[src/rtl/tdc_capture_ctrl.sv]
// tdc_capture_ctrl
//   Sequences measurement runs on a carry-chain TDC tap vector. After an
//   accepted arm it registers the thermometer code every clock, encodes the
//   first transition position, suppresses repeat snapshots of the same edge
//   and accumulates count/min/max/sum over nsamp hits or until timeout. One
//   result record is then offered on a valid/ready handshake.
// Ports
//   clk, reset   system clock, synchronous active-high reset
//   taps         sampled chain, taps[0] = chain entry
//   arm, nsamp   start request (IDLE only, nsamp != 0) and hits per run
//   busy         high while ARMED or DONE
//   res_valid/res_ready  result handshake
//   res_pos/min/max/sum/count/timeout  result record
module tdc_capture_ctrl #(
  parameter int WIDTH   = 100,
  parameter int POS_W   = 7,
  parameter int EDGE    = 1,
  parameter int TIMEOUT = 1023
) (
  input  logic               clk,
  input  logic               reset,
  input  logic [WIDTH:0]     taps,
  input  logic               arm,
  input  logic [7:0]         nsamp,
  output logic               busy,
  output logic               res_valid,
  input  logic               res_ready,
  output logic [POS_W-1:0]   res_pos,
  output logic [POS_W-1:0]   res_min,
  output logic [POS_W-1:0]   res_max,
  output logic [POS_W+7:0]   res_sum,
  output logic [7:0]         res_count,
  output logic               res_timeout
);

  localparam int   TW  = $clog2(TIMEOUT + 1);
  localparam logic POL = (EDGE != 0);

  typedef enum logic [1:0] {IDLE, ARMED, DONE} state_t;

  state_t           state;
  logic [WIDTH:0]   s1;
  logic             s1_vld;
  logic             s2_hit;
  logic [POS_W-1:0] s2_pos;
  logic             quiet;
  logic [7:0]       nsamp_q;
  logic [TW-1:0]    timer;

  logic             enc_trans;
  logic [POS_W-1:0] enc_pos;
  logic             hit_now;

  // Lowest tap differing from the chain entry; later bubbles are ignored.
  always_comb begin
    enc_trans = 1'b0;
    enc_pos   = '0;
    for (int unsigned i = 1; i <= WIDTH; i++) begin
      if (!enc_trans && (s1[i] != s1[0])) begin
        enc_trans = 1'b1;
        enc_pos   = POS_W'(i);
      end
    end
  end

  assign hit_now = s1_vld && enc_trans && (s1[0] == POL) && quiet;

  always_ff @(posedge clk) begin
    if (reset) begin
      state       <= IDLE;
      s1          <= '0;
      s1_vld      <= 1'b0;
      s2_hit      <= 1'b0;
      s2_pos      <= '0;
      quiet       <= 1'b1;
      nsamp_q     <= '0;
      timer       <= '0;
      busy        <= 1'b0;
      res_valid   <= 1'b0;
      res_pos     <= '0;
      res_min     <= '0;
      res_max     <= '0;
      res_sum     <= '0;
      res_count   <= '0;
      res_timeout <= 1'b0;
    end else begin
      // Snapshots captured outside ARMED (including the arm cycle) never qualify.
      s1     <= taps;
      s1_vld <= (state == ARMED);
      s2_hit <= hit_now;
      s2_pos <= enc_pos;

      if (s1_vld) begin
        if (hit_now)
          quiet <= 1'b0;
        else if (!enc_trans || (s1[0] != POL))
          quiet <= 1'b1;
      end

      case (state)
        IDLE: begin
          if (arm && (nsamp != 8'd0)) begin
            state       <= ARMED;
            busy        <= 1'b1;
            quiet       <= 1'b1;
            nsamp_q     <= nsamp;
            timer       <= '0;
            res_pos     <= '0;
            res_min     <= '1;
            res_max     <= '0;
            res_sum     <= '0;
            res_count   <= '0;
            res_timeout <= 1'b0;
          end
        end
        ARMED: begin
          timer <= timer + 1'b1;
          if (s2_hit) begin
            res_pos   <= s2_pos;
            res_count <= res_count + 8'd1;
            res_sum   <= res_sum + (POS_W+8)'(s2_pos);
            if (s2_pos < res_min) res_min <= s2_pos;
            if (s2_pos > res_max) res_max <= s2_pos;
          end
          // Count completion wins over a timeout in the same cycle.
          if (s2_hit && (res_count + 8'd1 == nsamp_q)) begin
            state     <= DONE;
            res_valid <= 1'b1;
          end else if (timer == TW'(TIMEOUT - 1)) begin
            state       <= DONE;
            res_valid   <= 1'b1;
            res_timeout <= 1'b1;
          end
        end
        DONE: begin
          if (res_ready) begin
            state     <= IDLE;
            res_valid <= 1'b0;
            busy      <= 1'b0;
          end
        end
        default: state <= IDLE;
      endcase
    end
  end

endmodule

[config.mk]
export PLATFORM = sky130hd
export DESIGN_NAME = tdc_capture_ctrl
export DESIGN_NICKNAME = d
export VERILOG_FILES = /design/src/rtl/tdc_capture_ctrl.sv
export SDC_FILE = /design/constraint.sdc
export NUM_CORES = 1
export LEC_CHECK = 0
export ABC_CLOCK_PERIOD_IN_PS = 4600
export BUFFER_PORTS_ARGS = -buffer_cell sky130_fd_sc_hd__buf_2
export CAP_MARGIN = 5
export CORE_MARGIN = 10
export CORE_UTILIZATION = 35
export CTS_CLUSTER_SIZE = 28
export DETAILED_ROUTE_END_ITERATION = 8
export GPL_TIMING_DRIVEN = 0
export SLEW_MARGIN = 10
export SYNTH_ARGS = -nofsm -noshare
export SYNTH_HDL_FRONTEND = slang
export SYNTH_SLANG_ARGS = --single-unit
[constraint.sdc]
create_clock -name clk -period 4.6 [get_ports clk]
set_input_delay 0.92 -clock clk [delete_from_list [all_inputs] [get_ports clk]]
set_output_delay 0.92 -clock clk [all_outputs]
set_load 0.01 [all_outputs]
==> results of run 1 <==
[cell usage after synthesis, types with 7 or more instances]
library cell	number	area share (%)
ha_1	26	3.5
a22o_1	7	0.65
or3_1	22	1.5
nor3_1	37	2.0
nand2b_1	12	0.80
o22ai_1	20	1.3
a22oi_1	12	0.96
a31oi_1	14	0.93
dfxtp_1	178	38
and2_1	8	0.53
mux2_2	7	0.84
buf_2	9	0.48
xnor2_1	14	1.3
xor2_1	19	1.8
nand2_1	89	3.6
o21ai_0	61	3.3
o31ai_1	8	0.64
a21oi_1	70	3.7
nand4_1	23	1.5
or2_2	9	0.60
nor2b_1	113	7.5
nor4_1	15	1.0
inv_1	42	1.7
clkbuf_1	31	1.2
or4_1	11	0.88
a21o_1	15	1.2
nor2_1	100	4.0
nand3_1	65	3.5
[registers in the layout, indices dropped and copies added (netlist names)]
register,flops
s1,101
res_timeout,1
s1_vld,1
nsamp_q,8
s2_pos,7
state,2
res_pos,7
res_min,7
busy,1
res_count,8
res_valid,1
quiet,1
res_max,7
timer,10
s2_hit,1
res_sum,15
[power by group through the flow]
stage                     sequential, mW  clock [mW]  combinational, mW
final                               1.78        1.45              0.988
after global routing                1.80        1.53               1.11
after global placement              1.81           0              0.977
after CTS                           1.78        1.48              0.992
after detailed placement            1.81           0              0.984
after floorplan                     1.80           0              0.668
[metal layers]
metal	vias to the layer above	wire length (µm)	part of all wire [%]	GRT usage, %
li1	4538	-	-	-
met1	4174	13050	45	20.82
met2	311	13480	47	27.81
met3	31	1932	6.7	3.794
met4	0	405	1.4	5.213
met5	-	0	0	0
[final cells by class]
class | instances | area, µm² | share of cell area [%]
multi-input combinational | 890 | 5460 | 48.92
buffer | 46 | 195.2 | 1.749
inverter | 42 | 157.7 | 1.413
tap | 335 | 419.2 | 3.756
sequential | 178 | 3563 | 31.93
clock inverter | 14 | 140.1 | 1.256
timing repair buffer | 157 | 785.8 | 7.040
clock buffer | 18 | 439.2 | 3.935
[worst paths after layout]
| kind | start | end | slack (ns) | depth (start not counted) |
|---|---|---|---|---|
| worst min-delay path | nsamp_q[1] | nsamp_q[1] | 0.47 | 2 |
| worst max-delay path | s1[0] | s2_pos[2] | 0.67 | 11 |
| worst max register to register | s1[0] | s2_pos[2] | 0.67 | 11 |
| worst min register to register | nsamp_q[1] | nsamp_q[1] | 0.47 | 2 |
[kinds of logic after synthesis]
kind of cell             Yosys count  share of synthesized area, %
AO/OA/AOI/OAI                    294                         20.78
XOR/XNOR                          33                         3.082
adder cells (fa/ha/maj)           27                         3.683
buffers and inverters             88                         3.763
flip-flops                       178                         38.00
multiplexers                      10                         1.161
AND/OR/NAND/NOR                  526                         29.53
[critical path, cell delays in order (launching register included)]
cell and delay (ns):
dfxtp_1 0.57, buf_2 0.36, buf_4 0.26, buf_2 0.30, buf_2 0.30, clkbuf_1 0.56, nor3_1 0.14, a221o_1 0.32
a211oi_1 0.35, o221ai_1 0.19, a21oi_1 0.21, a41oi_1 0.18
==> summary.txt, run 1 <==
Placed design
  – Hpwl dp: 22.37 mm
  – Placed cell count: 1648
  – Post-Place Setup Slack: 0.6189 ns
  – Port Buffers: 157
  – Dpl cell area: 0.01058 mm²
  – GPL Wtd Cong: 0.9657

Power
  – Final Power: 4.218 mW
  – Switching share of power: 34.21%
  – Pleak: 4.368 nW
  – P_int: 2.775 mW
  – Seq pwr share: 42.2%
  – Switching Power: 1.443 mW
  – Clock Power Share: 34.3%
  – Comb pwr share: 23.4%
  – Power Dens Cells: 377.9 mW/mm²
  – VDD IR max: 0.2278 mV

Yosys
  – Main synth FF type: dfxtp_1
  – Syn nets: 1296
  – #FFs+latches synth: 178
  – Unique masters post-synth: 78
  – Synth warn: 0
  – Post-synth EDFFs: 0
  – Gate Count Post-Synth: 1156
  – Avg Inst Size Synth: 8.111 µm²
  – Mapped Area: 0.009376 mm²
  – Sequential area share after synthesis: 38.00%
  – Asr flop ratio synth: 0%

Global route
  – First-pass GRT wire length: 44.99 mm
  – Vias in the first global route: 8765
  – Initial antenna violation count: 0
  – Total track usage: 16.65%
  – Total grt overflow: 0
  – Largest net degree at the start of global routing: 19

Worst setup path
  – Crit end category: flop
  – Worst Setup Start Kind: flop
  – Worst EP required: 4.87 ns
  – Crit-path max FO: 10
  – CP Data Arrival Time: 4.20 ns
  – Setup Crit Path Kind: reg2reg

STA
  – Worst slew pin tran: 0.8661 ns
  – Final WS setup: 0.6741 ns
  – Max Fclk: 254.7 MHz
  – Setup TNS: 0 ns
  – Hold Vio Cnt, Final: 0
  – Crit share post-route: 85.34%
  – Max_slew headroom: 42.05%
  – Worst Skew: 0.02014 ns
  – Max-slew violation count: 0
  – Final setup vio count: 0
  – Hold slack: 0.4701 ns
  – Final min period: 3.926 ns
  – RSZ-0062 raised after global routing: no

Floorplanning
  – Die height: 183.7 µm
  – Starting density of the core: 35.78%
  – Die W: 183.7 µm
  – Core area: 0.02621 mm²
  – Rows: 59
  – Die area: 0.03374 mm²
  – IO Count: 160

Cells and area
  – Share of post-route cells with drive strength above 1: 17.17%
  – Most frequent cells in the layout: 178 x dfxtp_1, 166 x buf_2, 113 x nor2b_1, 100 x nor2_1, 89 x nand2_1
  – Post-Layout Cell Count: 1680
  – Fillers: 2602
  – Final nets: 1472
  – Area Overhead vs Synth: 19.03%
  – Final instance area: 0.01116 mm²
  – Leading cell type in the layout, fill and taps excluded: dfxtp_1
  – Fin util: 42.59%
  – Antenna cells: 0

Route
  – DRC violations left: 0
  – Via count: 9054
  – Final WL: 28.86 mm
  – DRT iter0 DRCs: 661
  – DR vias/cell: 5.389
  – Detail Route Antenna Nets: 0
  – DR pass1 iterations: 6
  – WL/cell: 17.18 µm

Clocking
  – Clock buffer count from CTS: 17
  – Skew-Pair Late Insertion Delay: 0.45 ns
  – Post-CTS sizing: 0
  – Clock root cell: clkbuf_16
  – Clock transition at path regs: 0.08 ns
  – Post-CTS setup buffer count: 0
  – # hold bufs at CTS: 0
  – CTS tree: built
  – Maximum clock path buffer count: 2
  – CTS H-Tree Depth: 4
  – Clock Sinks: 178

Hold path
  – Class of the worst hold path: reg2reg

Run status
  – Status: finished, final reports clean

Run
  – Max_cap viols: 0
No activity file was read; power rests on OpenSTA's default activity.
==> inputs of run 2 (changes only) <==
Settings changed: MAX_ROUTING_LAYER set to met4.
==> run 2 against run 1 <==
  * Fmax increased by 0.15%
  * Combinational power about the same
  * Setup slack improved by 0.0060 ns
  * Design area unchanged
  * Die area unchanged
  * Register-to-register slack hardly changed
  * Sequential share of layout area unchanged
  * Cell count unchanged
  * Count of clock-buffer cells in the layout did not move
  * Clock skew down 0.0033 ns
  * Critical path depth unchanged
  * Critical path type unchanged
==> summary.txt, run 2 (synthesis results as in run 1) <==
Worst setup path
  – Reg2Reg Depth: 11 (unchanged)
  – Crit end category: flop (unchanged)
  – Flop2flop setup slack: 0.68 ns (was 0.67 ns)
  – Crit-path max FO: 10 (unchanged)
  – CP Data Arrival Time: 4.20 ns (about the same)
  – Setup Crit Path Kind: reg2reg (unchanged)
  – Worst Setup Start Kind: flop (unchanged)
  – Worst EP required: 4.88 ns (was 4.87 ns)

Cells and area
  – Area Overhead vs Synth: 19.03% (unchanged)
  – Leading cell type in the layout, fill and taps excluded: dfxtp_1 (unchanged)
  – Max FFs per register: 101 (unchanged)
  – Biggest regs: s1 (101), res_sum (15), timer (10) (unchanged)
  – Antenna cells: 0 (unchanged)
  – Biggest register: s1 (unchanged)
  – Final nets: 1472 (unchanged)
  – Share of post-route cells with drive strength above 1: 17.17% (unchanged)
  – Most frequent cells in the layout: 178 x dfxtp_1, 166 x buf_2, 113 x nor2b_1, 100 x nor2_1, 89 x nand2_1 (unchanged)
  – Final instance area: 0.01116 mm² (unchanged)

Clocking
  – CTS tree: built (unchanged)
  – Post-CTS setup buffer count: 0 (unchanged)
  – # hold bufs at CTS: 0 (unchanged)
  – Clock transition at path regs: 0.07 ns (was 0.08 ns)
  – CTS H-Tree Depth: 4 (unchanged)
  – Post-CTS sizing: 0 (unchanged)
  – Skew-Pair Late Insertion Delay: 0.45 ns (about the same)
  – Clock root cell: clkbuf_16 (unchanged)
  – Maximum clock path buffer count: 2 (unchanged)
  – Clock buffer count from CTS: 17 (unchanged)
  – Clock Sinks: 178 (unchanged)

Placed design
  – GPL Wtd Cong: 0.9838 (was 0.9657)
  – Post-Place Setup Slack: 0.6239 ns (was 0.6189 ns)
  – Port Buffers: 157 (unchanged)
  – Hpwl dp: 22.30 mm (was 22.37 mm)
  – Dpl cell area: 0.01058 mm² (unchanged)

STA
  – Max Fclk: 255.1 MHz (was 254.7 MHz)
  – Worst Skew: 0.01688 ns (was 0.02014 ns)
  – RSZ-0062 raised after global routing: no (unchanged)
  – Hold Vio Cnt, Final: 0 (unchanged)
  – Max-slew violation count: 0 (unchanged)
  – Crit share post-route: 85.22% (was 85.34%)
  – Max_slew headroom: 46.55% (was 42.05%)
  – Final WS setup: 0.6801 ns (was 0.6741 ns)
  – Worst slew pin tran: 0.7988 ns (was 0.8661 ns)
  – Setup TNS: 0 ns (unchanged)
  – Final min period: 3.920 ns (was 3.926 ns)
  – Final setup vio count: 0 (unchanged)
  – Hold slack: 0.4685 ns (was 0.4701 ns)

Global route
  – Total track usage: 17.10% (was 16.65%)
  – Total grt overflow: 0 (unchanged)
  – Initial antenna violation count: 0 (unchanged)
  – Largest net degree at the start of global routing: 19 (unchanged)
  – Vias in the first global route: 8710 (was 8765)
  – First-pass GRT wire length: 44.95 mm (was 44.99 mm)

Route
  – WL/cell: 17.08 µm (was 17.18 µm)
  – Detail Route Antenna Nets: 0 (unchanged)
  – DRT iter0 DRCs: 734 (was 661)
  – DR pass1 iterations: 5 (was 6)
  – Via count: 9052 (was 9054)
  – DRC violations left: 0 (unchanged)
  – DR vias/cell: 5.388 (was 5.389)
  – Final WL: 28.70 mm (was 28.86 mm)

Floorplanning
  – Rows: 59 (unchanged)
  – Die W: 183.7 µm (unchanged)
  – Starting density of the core: 35.78% (unchanged)
  – Die area: 0.03374 mm² (unchanged)
  – Die height: 183.7 µm (unchanged)
  – IO Count: 160 (unchanged)
  – Core area: 0.02621 mm² (unchanged)

Power
  – Final Power: 4.213 mW (was 4.218 mW)
  – Pleak: 4.368 nW (unchanged)
  – Power Dens Cells: 377.5 mW/mm² (was 377.9 mW/mm²)
  – VDD IR max: 0.2191 mV (was 0.2278 mV)

Hold path
  – Hold Crit Depth: 2 (unchanged)
  – Class of the worst hold path: reg2reg (unchanged)

Run status
  – Status: finished, final reports clean (unchanged)

Run
  – Max_cap viols: 0 (unchanged)
-- run 2: cell counts in the layout (fill, tap and decap cells not counted) --
No cell type changed its count.
-- run 2: layout make-up --
type,count,area (µm²)
fill,2654,15050
inverter,42,157.7
tap,335,419.2
multi-input combinational,890,5460
clock inverter,14,140.1
sequential,178,3563
timing repair buffer,157,785.8
buffer,46,195.2
clock buffer,18,439.2
-- run 2: path summary, 6_finish.rpt --
| path | start | end |
|---|---|---|
| worst max-delay path | s1[0] | s2_pos[2] |
| worst min-delay path | nsamp_q[6] | nsamp_q[6] |
| worst max register to register | s1[0] | s2_pos[2] |
| worst min register to register | nsamp_q[6] | nsamp_q[6] |
-- run 2: stage by stage --
step	utilization, %	std cells
final	42.59	1680
after global routing	42.59	1680
after CTS	42.59	1680
after detailed placement	40.38	1648
after global placement	40.38	1648
after floorplan	-	1156
-- run 2: report_power, final --
part           internal, mW  leakage [nW]  switching [mW]
combinational         0.379          2.62           0.608
clock                 0.737         0.280           0.708
sequential             1.66          1.47           0.122
-- run 2: per-layer routing --
layer / share of wire (%) / global-route usage, % / wire, µm / vias to the layer above
li1: - / - / - / 4523
met1: 45 / 20.93 / 12950 / 4172
met2: 46 / 27.40 / 13200 / 320
met3: 6.8 / 3.735 / 1962 / 37
met4: 2.0 / 5.672 / 584 / 0
met5: 0 / - / 0 / -
-- run 2: worst max-delay path: stages, from the launching register on --
cell	delay, ns
dfxtp_1	0.60
buf_2	0.38
buf_4	0.26
buf_2	0.29
buf_2	0.31
clkbuf_1	0.58
nor3_1	0.14
a221o_1	0.32
a211oi_1	0.32
o221ai_1	0.19
a21oi_1	0.19
a41oi_1	0.17
